**src/rtl/regfile_wb_ctrl_if.sv**
```systemverilog
// -----------------------------------------------------------------------------
// regfile_wb_ctrl_if
//   Bundles the writeback controller's bus signals: result sources, issue-stage
//   scoreboard inputs, register-file write port and scoreboard status.
//
//   Handshake: a source result transfers on a rising edge where
//   src_valid[i] & src_ready[i] are both 1. A source holding src_valid must
//   keep src_rd/src_data stable until that edge; src_ready is never a
//   function of src_valid[i] except through the round-robin grant.
//
//   Ports (per signal):
//     src_valid   [NUM_SRC]     source i presents a result
//     src_rd      [NUM_SRC*5]   destination register of source i, bits [5i+4:5i]
//     src_data    [NUM_SRC*32]  result of source i, bits [32i+31:32i]
//     src_ready   [NUM_SRC]     source i accepted this cycle
//     issue_valid               issuing an instruction that writes issue_rd
//     issue_rd    [5]           destination of issuing instruction
//     rf_we/rf_a3/rf_wd3        registered register-file write port
//     busy        [32]          outstanding-result bits (bit 0 always 0)
//     sb_err                    sticky issue-to-busy-register error
//   Modports: master = sources/issue stage/RF side, slave = controller.
// -----------------------------------------------------------------------------
interface regfile_wb_ctrl_if #(
    parameter int NUM_SRC = 3
);
    logic [NUM_SRC-1:0]    src_valid;
    logic [NUM_SRC*5-1:0]  src_rd;
    logic [NUM_SRC*32-1:0] src_data;
    logic [NUM_SRC-1:0]    src_ready;
    logic                  issue_valid;
    logic [4:0]            issue_rd;
    logic                  rf_we;
    logic [4:0]            rf_a3;
    logic [31:0]           rf_wd3;
    logic [31:0]           busy;
    logic                  sb_err;

    modport master (
        output src_valid, src_rd, src_data, issue_valid, issue_rd,
        input  src_ready, rf_we, rf_a3, rf_wd3, busy, sb_err
    );

    modport slave (
        input  src_valid, src_rd, src_data, issue_valid, issue_rd,
        output src_ready, rf_we, rf_a3, rf_wd3, busy, sb_err
    );
endinterface

```
**src/rtl/regfile_wb_ctrl.sv**
```systemverilog
// -----------------------------------------------------------------------------
// regfile_wb_ctrl
//   Writeback controller and scoreboard for a 32x32 register file. Results from
//   NUM_SRC functional units are arbitrated round-robin, buffered in a
//   FIFO_DEPTH-entry FIFO and drained at one register write per cycle onto a
//   registered write port. Per-register busy bits track in-flight results.
//
//   Ports:
//     clk      rising-edge clock
//     reset_n  synchronous active-low reset
//     bus      regfile_wb_ctrl_if.slave (sources, issue, RF write, scoreboard)
// -----------------------------------------------------------------------------
module regfile_wb_ctrl #(
    parameter int NUM_SRC    = 3,
    parameter int FIFO_DEPTH = 4
) (
    input  logic              clk,
    input  logic              reset_n,
    regfile_wb_ctrl_if.slave  bus
);
    localparam int PW = (NUM_SRC > 1) ? $clog2(NUM_SRC) : 1;
    localparam int XW = PW + 1;
    localparam int AW = $clog2(FIFO_DEPTH);
    localparam int CW = AW + 1;

    // ---------------- state ----------------
    logic [PW-1:0] rr_ptr_q, rr_ptr_d;
    logic [CW-1:0] count_q, count_d;
    logic [AW-1:0] wr_ptr_q, wr_ptr_d;
    logic [AW-1:0] rd_ptr_q, rd_ptr_d;
    logic [36:0]   mem_q [FIFO_DEPTH];
    logic          rf_we_q, rf_we_d;
    logic [4:0]    rf_a3_q, rf_a3_d;
    logic [31:0]   rf_wd3_q, rf_wd3_d;
    logic [31:0]   busy_q, busy_d;
    logic          sb_err_q, sb_err_d;

    // ---------------- arbiter ----------------
    logic               found;
    logic [PW-1:0]      win_idx;
    logic [XW-1:0]      idx_ext;
    logic [NUM_SRC-1:0] grant;
    logic [4:0]         win_rd;
    logic [31:0]        win_data;
    logic               can_accept;
    logic               hs;
    logic               push;
    logic               pop;
    logic [36:0]        head;

    // Scan sources starting at rr_ptr; first valid one wins.
    always_comb begin
        found   = 1'b0;
        win_idx = '0;
        idx_ext = '0;
        for (int k = 0; k < NUM_SRC; k++) begin
            idx_ext = {1'b0, rr_ptr_q} + XW'(k);
            if (idx_ext >= XW'(NUM_SRC)) begin
                idx_ext = idx_ext - XW'(NUM_SRC);
            end
            if (!found && bus.src_valid[idx_ext[PW-1:0]]) begin
                found   = 1'b1;
                win_idx = idx_ext[PW-1:0];
            end
        end
    end

    always_comb begin
        grant      = found ? (NUM_SRC'(1) << win_idx) : '0;
        win_rd     = bus.src_rd[int'(win_idx)*5 +: 5];
        win_data   = bus.src_data[int'(win_idx)*32 +: 32];
        can_accept = (count_q < CW'(FIFO_DEPTH)) && reset_n;
        hs         = found && can_accept;
        // Results for x0 are consumed but never buffered.
        push       = hs && (win_rd != 5'd0);
        pop        = (count_q != '0);
        head       = mem_q[rd_ptr_q];
    end

    assign bus.src_ready = grant & {NUM_SRC{can_accept}};

    // ---------------- next state ----------------
    always_comb begin
        rr_ptr_d = rr_ptr_q;
        count_d  = count_q;
        wr_ptr_d = wr_ptr_q;
        rd_ptr_d = rd_ptr_q;
        rf_we_d  = 1'b0;
        rf_a3_d  = rf_a3_q;
        rf_wd3_d = rf_wd3_q;
        busy_d   = busy_q;
        sb_err_d = sb_err_q;

        if (hs) begin
            rr_ptr_d = (win_idx == PW'(NUM_SRC - 1)) ? '0 : win_idx + PW'(1);
        end

        if (push) begin
            wr_ptr_d = wr_ptr_q + AW'(1);
        end
        if (pop) begin
            rd_ptr_d = rd_ptr_q + AW'(1);
            rf_we_d  = 1'b1;
            rf_a3_d  = head[36:32];
            rf_wd3_d = head[31:0];
        end
        if (push && !pop) begin
            count_d = count_q + CW'(1);
        end else if (pop && !push) begin
            count_d = count_q - CW'(1);
        end

        // Clear first so a same-edge issue to the same register wins.
        if (rf_we_q) begin
            busy_d[rf_a3_q] = 1'b0;
        end
        if (bus.issue_valid && bus.issue_rd != 5'd0) begin
            busy_d[bus.issue_rd] = 1'b1;
            if (busy_q[bus.issue_rd] && !(rf_we_q && rf_a3_q == bus.issue_rd)) begin
                sb_err_d = 1'b1;
            end
        end
        busy_d[0] = 1'b0;
    end

    // ---------------- registers ----------------
    always_ff @(posedge clk) begin
        if (!reset_n) begin
            rr_ptr_q <= '0;
            count_q  <= '0;
            wr_ptr_q <= '0;
            rd_ptr_q <= '0;
            rf_we_q  <= 1'b0;
            rf_a3_q  <= 5'd0;
            rf_wd3_q <= 32'd0;
            busy_q   <= 32'd0;
            sb_err_q <= 1'b0;
        end else begin
            rr_ptr_q <= rr_ptr_d;
            count_q  <= count_d;
            wr_ptr_q <= wr_ptr_d;
            rd_ptr_q <= rd_ptr_d;
            rf_we_q  <= rf_we_d;
            rf_a3_q  <= rf_a3_d;
            rf_wd3_q <= rf_wd3_d;
            busy_q   <= busy_d;
            sb_err_q <= sb_err_d;
        end
    end

    // Storage needs no reset: count/pointers define which entries are live.
    always_ff @(posedge clk) begin
        if (push) begin
            mem_q[wr_ptr_q] <= {win_rd, win_data};
        end
    end

    assign bus.rf_we  = rf_we_q;
    assign bus.rf_a3  = rf_a3_q;
    assign bus.rf_wd3 = rf_wd3_q;
    assign bus.busy   = busy_q;
    assign bus.sb_err = sb_err_q;
endmodule

```
**src/flat_wrapper.sv**
```systemverilog
// flat-port wrapper written by rule: the top's interface ports become plain ports
module regfile_wb_ctrl_flat 
#(
    parameter int NUM_SRC    = 3,
    parameter int FIFO_DEPTH = 4
)
  (clk, reset_n, bus_src_valid, bus_src_rd, bus_src_data, bus_issue_valid, bus_issue_rd, bus_src_ready, bus_rf_we, bus_rf_a3, bus_rf_wd3, bus_busy, bus_sb_err);
  regfile_wb_ctrl_if #(.NUM_SRC(NUM_SRC)) bus_i ();
  input  logic clk;
  input  logic reset_n;
  input wire logic [$bits(bus_i.src_valid)-1:0] bus_src_valid;
  input wire logic [$bits(bus_i.src_rd)-1:0] bus_src_rd;
  input wire logic [$bits(bus_i.src_data)-1:0] bus_src_data;
  input wire logic [$bits(bus_i.issue_valid)-1:0] bus_issue_valid;
  input wire logic [$bits(bus_i.issue_rd)-1:0] bus_issue_rd;
  output wire logic [$bits(bus_i.src_ready)-1:0] bus_src_ready;
  output wire logic [$bits(bus_i.rf_we)-1:0] bus_rf_we;
  output wire logic [$bits(bus_i.rf_a3)-1:0] bus_rf_a3;
  output wire logic [$bits(bus_i.rf_wd3)-1:0] bus_rf_wd3;
  output wire logic [$bits(bus_i.busy)-1:0] bus_busy;
  output wire logic [$bits(bus_i.sb_err)-1:0] bus_sb_err;
  assign bus_i.src_valid = bus_src_valid;
  assign bus_i.src_rd = bus_src_rd;
  assign bus_i.src_data = bus_src_data;
  assign bus_i.issue_valid = bus_issue_valid;
  assign bus_i.issue_rd = bus_issue_rd;
  assign bus_src_ready = bus_i.src_ready;
  assign bus_rf_we = bus_i.rf_we;
  assign bus_rf_a3 = bus_i.rf_a3;
  assign bus_rf_wd3 = bus_i.rf_wd3;
  assign bus_busy = bus_i.busy;
  assign bus_sb_err = bus_i.sb_err;
  regfile_wb_ctrl #(.NUM_SRC(NUM_SRC), .FIFO_DEPTH(FIFO_DEPTH)) u_core (.clk(clk), .reset_n(reset_n), .bus(bus_i));
endmodule
```
**config.mk**
```make
export PLATFORM = sky130hd
export DESIGN_NAME = regfile_wb_ctrl_flat
export DESIGN_NICKNAME = d
export VERILOG_FILES = /design/src/rtl/regfile_wb_ctrl_if.sv /design/src/rtl/regfile_wb_ctrl.sv /design/src/flat_wrapper.sv
export SDC_FILE = /design/constraint.sdc
export NUM_CORES = 1
export LEC_CHECK = 0
export CAP_MARGIN = 20
export CORE_MARGIN = 5
export CORE_UTILIZATION = 56
export DETAILED_ROUTE_END_ITERATION = 10
export PLACE_DENSITY = 0.95
export SLEW_MARGIN = 40
export SYNTH_ARGS = -nofsm -noshare
export SYNTH_HDL_FRONTEND = slang
export SYNTH_SLANG_ARGS = --single-unit
```
**constraint.sdc**
```tcl
create_clock -name clk -period 8.9 [get_ports clk]
set_input_delay 2.67 -clock clk [delete_from_list [all_inputs] [get_ports clk]]
set_output_delay 2.67 -clock clk [all_outputs]
set_load 0.05 [all_outputs]
```
==> impl_summary.txt, run 1 <==
----------------------------------------------------
[Pwr]
  Leakage power summed over all cells ... 4.402 nW
  Power share of the clock group ... 23.3%
  Switching Share ... 36.52%
  Part of the power in registers ... 39.5%
  Highest ir drop seen on vdd ... 0.0002422 V
  Final total power ... 0.004057 W
  Power density normalized to cell area ... 318.8 nW/um^2
  Combinational fraction of design power ... 37.1%
  Net switching power figure ... 0.001482 W
  Cell internal pwr ... 0.002575 W

[Synth]
  FF+latch count, synth ... 227
  Post-synth EDFFs ... 148
  Number of library cell types mapped by synthesis ... 59
  Mapped Avg Cell Area ... 12.55 sq um
  Post-synthesis instance area ... 9931 sq um
  Cell with the most instances after synthesis ... nand2_1
  Fraction of synthesis flops using an asynchronous set or reset pin ... 0%
  Fraction of synthesized cell area taken by the top area cell type ... 44.75%
  Synthesized instance count ... 791
  Most area-hungry cell type in the Yosys netlist ... edfxtp_1
  Synth warnings ... 0
  Leading register cell type out of synthesis ... edfxtp_1
  Synth top area cells ... edfxtp_1 (45%), dfxtp_1 (16%), mux4_2 (10%)
  Synth top cells by count ... nand2_1 (155), edfxtp_1 (148), dfxtp_1 (79)
  Synth Net Count ... 923
  Sequential-to-total area share from yosys stat ... 60.68%

[Clocking]
  Deepest clock path buffer count ... 3
  Cell at the root of the clock tree ... clkbuf_16
  Number of clock sinks seen by CTS ... 227
  CTS clock-pin slew for the worst setup and hold paths ... 0.06 ns
  Clock latency reported for the late side of the worst-skew pair ... 0.52 ns
  CTS hold repair buffers ... 0
  Setup repair bufs after CTS ... 0
  Cells resized by post-CTS repair ... 0
  Num CTS Buffers ... 23
  H-tree lvl count ... 1
  Clock tree from TritonCTS ... done

[Timing]
  Highest clock frequency the design can meet ... 125.0 MHz
  Final worst path period share ... 89.91%
  Hold Violations, Final ... 0
  Fin. max-slew vios ... 0
  Count of endpoints failing setup in the final report ... 0
  Fin Setup TNS ... 0 ns
  RSZ-0062 raised after global routing ... false
  Layout Skew ... 0.02234 ns
  Min Tclk post-route ... 8.002 ns
  Transition at the pin with the smallest max-transition slack ... 0.7673 ns
  Slew Limit Headroom ... 48.85%

[Floorplanning]
  # IOs ... 196
  Area of the die ... 20500 sq um
  Placeable Area ... 17360 sq um
  Width of the chip ... 143.2 um
  Floorplan row count ... 48
  Die height ... 143.2 um
  Initial Util ... 57.22%

[Final layout]
  Layout cell share with drive strength beyond 1 ... 11.16%
  Diodes inserted ... 0
  Relative area change from synthesis to final layout ... 28.13%
  Final layout net count ... 1092

[Critical path]
  Worst R2R End ... u_core.count_q[2]$_SDFFE_PN0P_
  Critical Path AT ... 5.33 ns
  Beginning of the worst register-to-register path ... u_core.rr_ptr_q[0]$_SDFFE_PN0P_
  Data required time at the worst endpoint ... 6.23 ns
  Minimum setup slack among reg-to-reg paths ... 4.71 ns
  CP Capture Type ... output pin
  Category of the critical setup timing path ... in -> out
  Number of cell instances on the worst register-to-register path ... 14
  Worst-path fanout max ... 7
  Crit start category ... input port

[Drt]
  Via count of the routed design ... 7067
  Routed wire per std cell ... 20.26 um
  Initial DRC count ... 527
  Antenna Nets Post-Route ... 0
  Final routed DRC violation total ... 0
  Router iterations before antenna repair ... 7
  Routed wire length ... 24360 um
  Avg Vias per Cell ... 5.879

[Global route]
  Via count of the first global-routing pass ... 7383
  Pin count of the biggest net entering global routing ... 79
  Number of antenna violations at the first check in global routing ... 0
  Aggregate global-route resource usage ... 23.53%
  Wire length of the first global-routing pass ... 37920 um
  Remaining global-route overflow ... 0

[Min path]
  Path category of the worst min-delay check ... reg -> reg
  Worst hold path cell count ... 2
  Hold Path End ... u_core.bus.rf_wd3[0]$_SDFFE_PN0P_
  Startpoint of the worst hold path ... u_core.bus.rf_wd3[0]$_SDFFE_PN0P_

[Placed design]
  Final RePlAce weighted congestion ... 0.9113
  Number of port buffers ... 194
  Detailed placer's ending HPWL ... 15570 um

[Status]
  Run status ... finished clean

[Flow run]
  Total of max-cap violations ... 0

----------------------------------------------------
[power groups by stage]
stage | logic [W] | registers [W] | clock network, W
2_1_floorplan | 0.000834 | 0.00181 | 0
3_3_place_gp | 0.00144 | 0.00160 | 0
3_5_place_dp | 0.00149 | 0.00162 | 0
4_1_cts | 0.00151 | 0.00160 | 0.000953
5_1_grt | 0.00161 | 0.00163 | 0.00100
6_report | 0.00151 | 0.00160 | 0.000947
[metal layers]
layer / track usage [%] / wire (um) / vias up / part of all wire [%]
li1: - / - / 3246 / -
met1: 27.15 / 8594 / 3446 / 35
met2: 43.18 / 13060 / 326 / 54
met3: 4.354 / 1980 / 49 / 8.1
met4: 9.305 / 721 / 0 / 3.0
met5: 0 / 0 / - / 0
[registers in the layout (all words and copies together) (netlist names)]
signal	flops
u_core.mem_q	148
u_core.bus.rf_wd3	32
u_core.bus.busy	31
u_core.bus.rf_a3	5
u_core.count_q	3
u_core.rd_ptr_q	2
u_core.rr_ptr_q	2
u_core.wr_ptr_q	2
u_core.bus.rf_we	1
u_core.bus.sb_err	1
[worst max-delay path, cell delays in order]
cell and delay, ns:
clkdlybuf4s50_1 0.54, mux2i_2 0.30, mux2i_4 0.12, or4_1 0.52, o21ai_1 0.09, a21oi_1 0.10
nor3_2 0.14, clkdlybuf4s50_1 0.83
[cells in the final DEF (no fill, tap or decap), types with 4 or more instances in the layout]
master / n
o21ai_0: 66
a21oi_1: 72
edfxtp_1: 148
clkdlybuf4s50_1: 193
and2_4: 4
mux4_2: 44
clkbuf_8: 4
ha_1: 9
nor3b_1: 6
nor2_1: 17
and3_1: 4
nand3b_1: 7
xor2_1: 7
clkbuf_16: 25
dfxtp_1: 77
inv_1: 13
nand2_1: 155
mux2i_1: 38
clkbuf_1: 8
a22oi_1: 4
nand3_1: 5
[per-stage QoR]
step | setup WS (ns) | utilization, % | cell area (sq um) | std cells | hold WS, ns
after floorplan | 1.478 | - | 9931 | 791 | 0.4667
after global placement | 0.9690 | 68.89 | 11960 | 1160 | 0.4375
after detailed placement | 0.9019 | 68.96 | 11970 | 1160 | 0.4458
after CTS | 0.8939 | 73.30 | 12720 | 1202 | 0.4550
after global routing | 0.7369 | 73.31 | 12720 | 1202 | 0.4700
final | 0.8982 | 73.31 | 12720 | 1202 | 0.4493
[how the worst max path moves through the flow]
stage	from	end	slack, ns	cells after the start
2_1_floorplan	bus_src_valid[2]	bus_src_ready[1]	1.48	7
3_3_place_gp	bus_src_valid[2]	bus_src_ready[1]	0.97	7
3_5_place_dp	bus_src_valid[1]	bus_src_ready[0]	0.90	8
4_1_cts	bus_src_valid[1]	bus_src_ready[0]	0.89	8
5_1_grt	bus_src_valid[1]	bus_src_ready[0]	0.74	8
6_report	bus_src_valid[1]	bus_src_ready[0]	0.90	8
[area by class of cell]
cell class / count / area (sq um)
clock inverters: 5 / 42.54
clock buffers: 37 / 710.7
flip-flops and latches: 227 / 6031
repair buffers: 198 / 1971
inverters: 14 / 52.55
fillers: 1040 / 4632
multi-input cells: 496 / 3636
well taps: 225 / 281.5
[kinds of logic (layout without fill, tap and decap cells)]
| logic type | Yosys count | after routing | synth area share [%] |
|---|---|---|---|
| muxes | 85 | 85 | 14.29 |
| DFF | 227 | 227 | 60.68 |
| xor gates and xnor gates | 8 | 8 | 0.7056 |
| and+or+nand+nor | 227 | 227 | 10.34 |
| other | 1 | 1 | 0.03776 |
| buffers and inverters | 68 | 254 | 2.961 |
| adders and majority gates | 10 | 10 | 1.336 |
| AOI/OAI and AO/OA | 165 | 165 | 9.651 |
Power figures use the tool's default switching activity.
==> inputs of run 2 (changes only) <==
--- a/config.mk
+++ b/config.mk
@@ -5,6 +5,7 @@
 export SDC_FILE = /design/constraint.sdc
 export NUM_CORES = 1
 export LEC_CHECK = 0
+export ABC_AREA = 1
 export CAP_MARGIN = 20
 export CORE_MARGIN = 5
 export CORE_UTILIZATION = 56
==> run 2 against run 1 <==
Effect of this change: maximum frequency is 7.5% higher; final cell count up 23%; die area up 1.0%; flip-flop and latch count is the same; largest power group is now combinational logic.
==> impl_summary.txt, run 2 <==
----------------------------------------------------
[Final layout]
  Commonest non-fill, non-tap cells in the layout ... o21ai_0 (203), clkdlybuf4s50_1 (191), edfxtp_1 (148)
  Diodes inserted ... 0
  Top reg by flops ... u_core.mem_q
  Layout cell share with drive strength beyond 1 ... 6.880%
  Area occupied by multi-input gates ... 3490 sq um
  Relative area change from synthesis to final layout ... 29.84%
  Util after Layout ... 73.31%
  Flip-flop count of the largest register, all copies and words added ... 148
  Most common library cell in the layout ignoring fill and taps ... o21ai_0
  Final layout net count ... 1366
  Filler cell count in the final layout ... 1093
  Design area ... 13040 sq um
  Sequential cell area ... 6027 sq um

[Timing]
  Min Tclk post-route ... 7.442 ns
  Hold WS ... 0.4526 ns
  Final worst path period share ... 83.62%
  Layout Skew ... 0.02418 ns
  Hold Violations, Final ... 0
  Fin Setup TNS ... 0 ns
  Highest clock frequency the design can meet ... 134.4 MHz
  Count of endpoints failing setup in the final report ... 0
  Transition at the pin with the smallest max-transition slack ... 0.8124 ns
  Fin. max-slew vios ... 0
  Slew Limit Headroom ... 45.64%
  RSZ-0062 raised after global routing ... false

[Synth]
  Sequential-to-total area share from yosys stat ... 60.02%
  Leading register cell type out of synthesis ... edfxtp_1
  Fraction of synthesis flops using an asynchronous set or reset pin ... 0%
  Synthesized instance count ... 1059
  Most area-hungry cell type in the Yosys netlist ... edfxtp_1
  FF+latch count, synth ... 227
  Number of library cell types mapped by synthesis ... 39
  Mapped Avg Cell Area ... 9.480 sq um
  Fraction of synthesized cell area taken by the top area cell type ... 44.27%
  Post-synth EDFFs ... 148
  Synth top cells by count ... o21ai_0 (203), edfxtp_1 (148), nor2_1 (127)
  Post-synthesis instance area ... 10040 sq um
  Synth warnings ... 0
  Synth Net Count ... 1191
  Synth top area cells ... edfxtp_1 (44%), dfxtp_1 (16%), o21ai_0 (10%)
  Cell with the most instances after synthesis ... o21ai_0

[Floorplanning]
  Floorplan row count ... 49
  # IOs ... 196
  Area of the die ... 20710 sq um
  Initial Util ... 56.47%
  Placeable Area ... 17780 sq um
  Width of the chip ... 143.9 um
  Die height ... 143.9 um

[Drt]
  Highest metal used ... met5
  Via count of the routed design ... 9089
  Wire length on met2 ... 14710 um
  Router iterations before antenna repair ... 6
  Routed wl met3 ... 3376 um
  Avg Vias per Cell ... 6.145
  Routed wire length ... 30180 um
  Final routed DRC violation total ... 0
  Initial DRC count ... 1098
  Routed wire per std cell ... 20.41 um
  Antenna Nets Post-Route ... 0
  Routed metal-1 wire length ... 10040 um

[Clocking]
  Clock latency reported for the late side of the worst-skew pair ... 0.52 ns
  Cell at the root of the clock tree ... clkbuf_16
  H-tree lvl count ... 1
  Setup repair bufs after CTS ... 0
  CTS hold repair buffers ... 0
  Num CTS Buffers ... 22
  CTS clock-pin slew for the worst setup and hold paths ... 0.06 ns
  Number of clock sinks seen by CTS ... 227
  Clock tree from TritonCTS ... done
  Deepest clock path buffer count ... 3
  Cells resized by post-CTS repair ... 0

[Flow run]
  Total of max-cap violations ... 0

[Pwr]
  Highest ir drop seen on vdd ... 0.0002040 V
  Leakage power summed over all cells ... 4.858 nW
  Power density normalized to cell area ... 374.5 nW/um^2
  Final total power ... 0.004882 W

[Critical path]
  Crit start category ... input port
  Worst-path fanout max ... 42
  CP Capture Type ... output pin
  Critical Path AT ... 4.77 ns
  Category of the critical setup timing path ... in -> out
  Data required time at the worst endpoint ... 6.23 ns

[Placed design]
  Dpl cell area ... 12350 sq um
  Final RePlAce weighted congestion ... 0.9926
  Number of port buffers ... 194
  Detailed placer's ending HPWL ... 19360 um

[Global route]
  Wire length of the first global-routing pass ... 46250 um
  Pin count of the biggest net entering global routing ... 77
  Aggregate global-route resource usage ... 28.34%
  Number of antenna violations at the first check in global routing ... 1
  Via count of the first global-routing pass ... 9013
  Remaining global-route overflow ... 0

[Min path]
  Path category of the worst min-delay check ... reg -> reg

[Status]
  Run status ... finished clean

----------------------------------------------------
## run 2: changes by cell type after synthesis, moves of 21 or more
cell | previous run | this run
nor2_1 | 17 | 127
o22ai_1 | 0 | 38
nand2_1 | 155 | 125
a21oi_1 | 72 | 41
mux4_2 | 44 | 0
inv_1 | 13 | 84
clkbuf_1 | 29 | 50
o21bai_1 | 0 | 32
mux2i_1 | 38 | 0
o21ai_0 | 66 | 203
nand3_1 | 6 | 49
## run 2: per-layer routing
metal / track usage [%] / vias to the layer above
met5: 0 / -
met4: 16.80 / 2
met3: 5.757 / 168
met2: 48.06 / 750
met1: 33.30 / 4131
li1: - / 4038
## run 2: worst paths after layout
check	from	to	slack, ns	depth (start not counted)
worst max-delay path	reset_n	bus_src_ready[2]	1.46	8
worst min-delay path	u_core.bus.sb_err$_SDFFE_PN0P_	u_core.bus.sb_err$_SDFFE_PN0P_	0.45	2
worst max register to register	u_core.rr_ptr_q[0]$_SDFFE_PN0P_	u_core.count_q[2]$_SDFFE_PN0P_	4.59	21
worst min register to register	u_core.bus.sb_err$_SDFFE_PN0P_	u_core.bus.sb_err$_SDFFE_PN0P_	0.45	2
## run 2: cells by family (layout without fill, tap and decap cells)
family / count (synthesis) / after routing / synth area share, %
AOI/OAI and AO/OA: 336 / 336 / 18.54
and+or+nand+nor: 335 / 335 / 14.18
DFF: 227 / 227 / 60.02
buffers and inverters: 148 / 339 / 5.720
adders and majority gates: 10 / 10 / 1.321
xor gates and xnor gates: 2 / 2 / 0.1745
other: 1 / 1 / 0.03735
## run 2: area by class of cell
cell class                      count  area share (%)
Sequential cell                   227           46.24
Multi-Input combinational cell    684           26.77
Timing Repair Buffer              210           16.96
Clock buffer                       29           4.502
Inverter                           89           2.582
Tap cell                          229           2.198
Clock inverter                     11          0.7487
## run 2: where the power goes
group / leakage (nW) / internal, W / total [W] / switching (W)
registers: 2.00 / 0.00164 / 0.00177 / 0.000128
clock network: 0.328 / 0.000498 / 0.000894 / 0.000396
logic: 2.53 / 0.000621 / 0.00222 / 0.00160
total: 4.86 / 0.00276 / 0.00488 / 0.00212
## run 2: metrics by stage
step,setup WS (ns),instances
global placement,1.560,1431
global route,1.274,1479
CTS,1.469,1479
detailed placement,1.464,1439
floorplan,2.000,1059
finish,1.458,1479
## run 2: worst max-delay path, cell delays in order
cell and delay, ns:
clkdlybuf4s50_1 0.45, buf_4 0.39, inv_1 0.08, buf_4 0.27, nor2_1 0.19, inv_1 0.09, nor2_1 0.40, buf_12 0.20
==> inputs of run 3 (changes only) <==
--- a/config.mk
+++ b/config.mk
@@ -8,9 +8,9 @@
 export ABC_AREA = 1
 export CAP_MARGIN = 20
 export CORE_MARGIN = 5
-export CORE_UTILIZATION = 56
+export CORE_UTILIZATION = 47
 export DETAILED_ROUTE_END_ITERATION = 10
-export PLACE_DENSITY = 0.95
+export PLACE_DENSITY = 0.86
 export SLEW_MARGIN = 40
 export SYNTH_ARGS = -nofsm -noshare
 export SYNTH_HDL_FRONTEND = slang
==> constraint.sdc (replaced) <==
create_clock -name clk -period 6.27 [get_ports clk]
set_input_delay 1.881 -clock clk [delete_from_list [all_inputs] [get_ports clk]]
set_output_delay 1.881 -clock clk [all_outputs]
set_load 0.05 [all_outputs]
==> run 3 against run 2 <==
Effect of this change: routed wire length fell by 7.4%; design area barely moved; sequential share of layout area barely moved; largest cell class unchanged.
==> impl_summary.txt, run 3 (synthesized netlist as in run 2, its figures left out) <==
----------------------------------------------------
[Drt]
  Routed wire per std cell ... 18.36 um
  Wire length on met2 ... 14010 um
  Via count of the routed design ... 8585
  Initial DRC count ... 897
  Routed wl met3 ... 2879 um
  Routed wire length ... 27940 um
  Highest metal used ... met4
  Final routed DRC violation total ... 0
  Avg Vias per Cell ... 5.641
  Routed metal-1 wire length ... 10270 um
  Antenna Nets Post-Route ... 0
  Router iterations before antenna repair ... 6

[Final layout]
  Relative area change from synthesis to final layout ... 29.79%
  Top reg by flops ... u_core.mem_q
  Flip-flop count of the largest register, all copies and words added ... 148
  Most common library cell in the layout ignoring fill and taps ... o21ai_0
  Layout cell share with drive strength beyond 1 ... 6.736%
  Commonest non-fill, non-tap cells in the layout ... o21ai_0 (203), clkdlybuf4s50_1 (190), edfxtp_1 (148)
  Diodes inserted ... 0
  Util after Layout ... 61.98%
  Final layout net count ... 1363

[Global route]
  Pin count of the biggest net entering global routing ... 77
  Remaining global-route overflow ... 0
  Wire length of the first global-routing pass ... 42970 um
  Number of antenna violations at the first check in global routing ... 0
  Via count of the first global-routing pass ... 8400
  Aggregate global-route resource usage ... 21.78%

[Status]
  Run status ... finished clean

[Clocking]
  CTS clock-pin slew for the worst setup and hold paths ... 0.06 ns
  CTS hold repair buffers ... 0
  Num CTS Buffers ... 23
  H-tree lvl count ... 1
  Number of clock sinks seen by CTS ... 227
  Cell at the root of the clock tree ... clkbuf_16
  Cells resized by post-CTS repair ... 0
  Clock latency reported for the late side of the worst-skew pair ... 0.51 ns
  Clock tree from TritonCTS ... done
  Setup repair bufs after CTS ... 0
  Deepest clock path buffer count ... 3

[Pwr]
  Cell internal pwr ... 0.004004 W
  Final total power ... 0.006868 W
  Leakage power summed over all cells ... 4.843 nW
  Switching Share ... 41.70%
  Highest ir drop seen on vdd ... 0.0003717 V
  Power share of the clock group ... 20.4%
  Power density normalized to cell area ... 527.1 nW/um^2
  Net switching power figure ... 0.002864 W
  Combinational fraction of design power ... 43.4%
  Part of the power in registers ... 36.2%

[Timing]
  Layout Skew ... 0.01012 ns
  Slew Limit Headroom ... 49.62%
  Hold Violations, Final ... 0
  Fin. max-slew vios ... 0
  Highest clock frequency the design can meet ... 183.8 MHz
  Fin Setup TNS ... 0 ns
  Transition at the pin with the smallest max-transition slack ... 0.7530 ns
  Final worst path period share ... 86.77%
  RSZ-0062 raised after global routing ... false
  Count of endpoints failing setup in the final report ... 0
  Min Tclk post-route ... 5.441 ns

[Critical path]
  Worst-path fanout max ... 5
  Category of the critical setup timing path ... in -> out
  CP Capture Type ... output pin
  Crit start category ... input port
  Critical Path AT ... 3.56 ns
  Data required time at the worst endpoint ... 4.39 ns

[Floorplanning]
  Width of the chip ... 156.2 um
  Floorplan row count ... 53
  Area of the die ... 24380 sq um
  Placeable Area ... 21020 sq um
  # IOs ... 196
  Die height ... 156.2 um
  Initial Util ... 47.76%

[Placed design]
  Detailed placer's ending HPWL ... 18450 um
  Final RePlAce weighted congestion ... 0.9543
  Number of port buffers ... 194

[Flow run]
  Total of max-cap violations ... 0

[Min path]
  Path category of the worst min-delay check ... reg -> reg

----------------------------------------------------
[run 3: cell types whose count changed in the layout (fill, tap and decap cells not counted), sizes merged]
cell	before	now
buf	19	16
clkinvlp	3	2
clkdlybuf4s50	191	190
clkinv	7	1
bufinv	1	3
clkbuf	29	33
inv	89	91
[run 3: final cells by class]
class	count	area (sq um)
clock buffers	33	643.1
clock inverters	8	127.6
fillers	1611	7991
inverters	89	336.6
multi-input cells	684	3495
flip-flops and latches	227	6027
well taps	275	344.1
repair buffers	206	2057
[run 3: path summary, 6_finish.rpt]
check | startpoint | endpoint | slack, ns | depth (start not counted)
max | bus_src_valid[2] | bus_src_ready[0] | 0.83 | 10
min | u_core.bus.sb_err$_SDFFE_PN0P_ | u_core.bus.sb_err$_SDFFE_PN0P_ | 0.46 | 2
max reg2reg | u_core.rr_ptr_q[0]$_SDFFE_PN0P_ | u_core.count_q[1]$_SDFFE_PN0P_ | 2.21 | 21
min reg2reg | u_core.bus.sb_err$_SDFFE_PN0P_ | u_core.bus.sb_err$_SDFFE_PN0P_ | 0.46 | 2
[run 3: power by group through the flow]
stage	registers (W)	clock network, W	logic [W]
6_report	0.00249	0.00140	0.00298
5_1_grt	0.00252	0.00148	0.00325
4_1_cts	0.00248	0.00141	0.00296
3_5_place_dp	0.00251	0	0.00294
3_3_place_gp	0.00249	0	0.00285
2_1_floorplan	0.00281	0	0.00163
[run 3: critical path, cell delays in order]
cell and delay (ns):
clkdlybuf4s50_1 0.52, inv_1 0.11, o21ai_0 0.15, nand2_1 0.14, nand4_1 0.14, nand2_1 0.11
nor2_1 0.16, nand2_1 0.09, inv_1 0.10, buf_12 0.14
[run 3: per-layer routing]
layer,vias to the layer above,GRT usage [%]
li1,4034,-
met1,3981,26.61
met2,503,38.39
met3,67,4.605
met4,0,7.355
met5,-,0
[run 3: stage by stage]
stage | hold slack, ns | instances | area, sq um | worst slack (ns)
5_1_grt | 0.5032 | 1522 | 13030 | 0.6227
2_1_floorplan | 0.4578 | 1059 | 10040 | 0.9485
3_3_place_gp | 0.4418 | 1481 | 12240 | 0.8288
6_report | 0.4564 | 1522 | 13030 | 0.8292
3_5_place_dp | 0.4496 | 1481 | 12260 | 0.6920
4_1_cts | 0.4586 | 1522 | 13030 | 0.8604
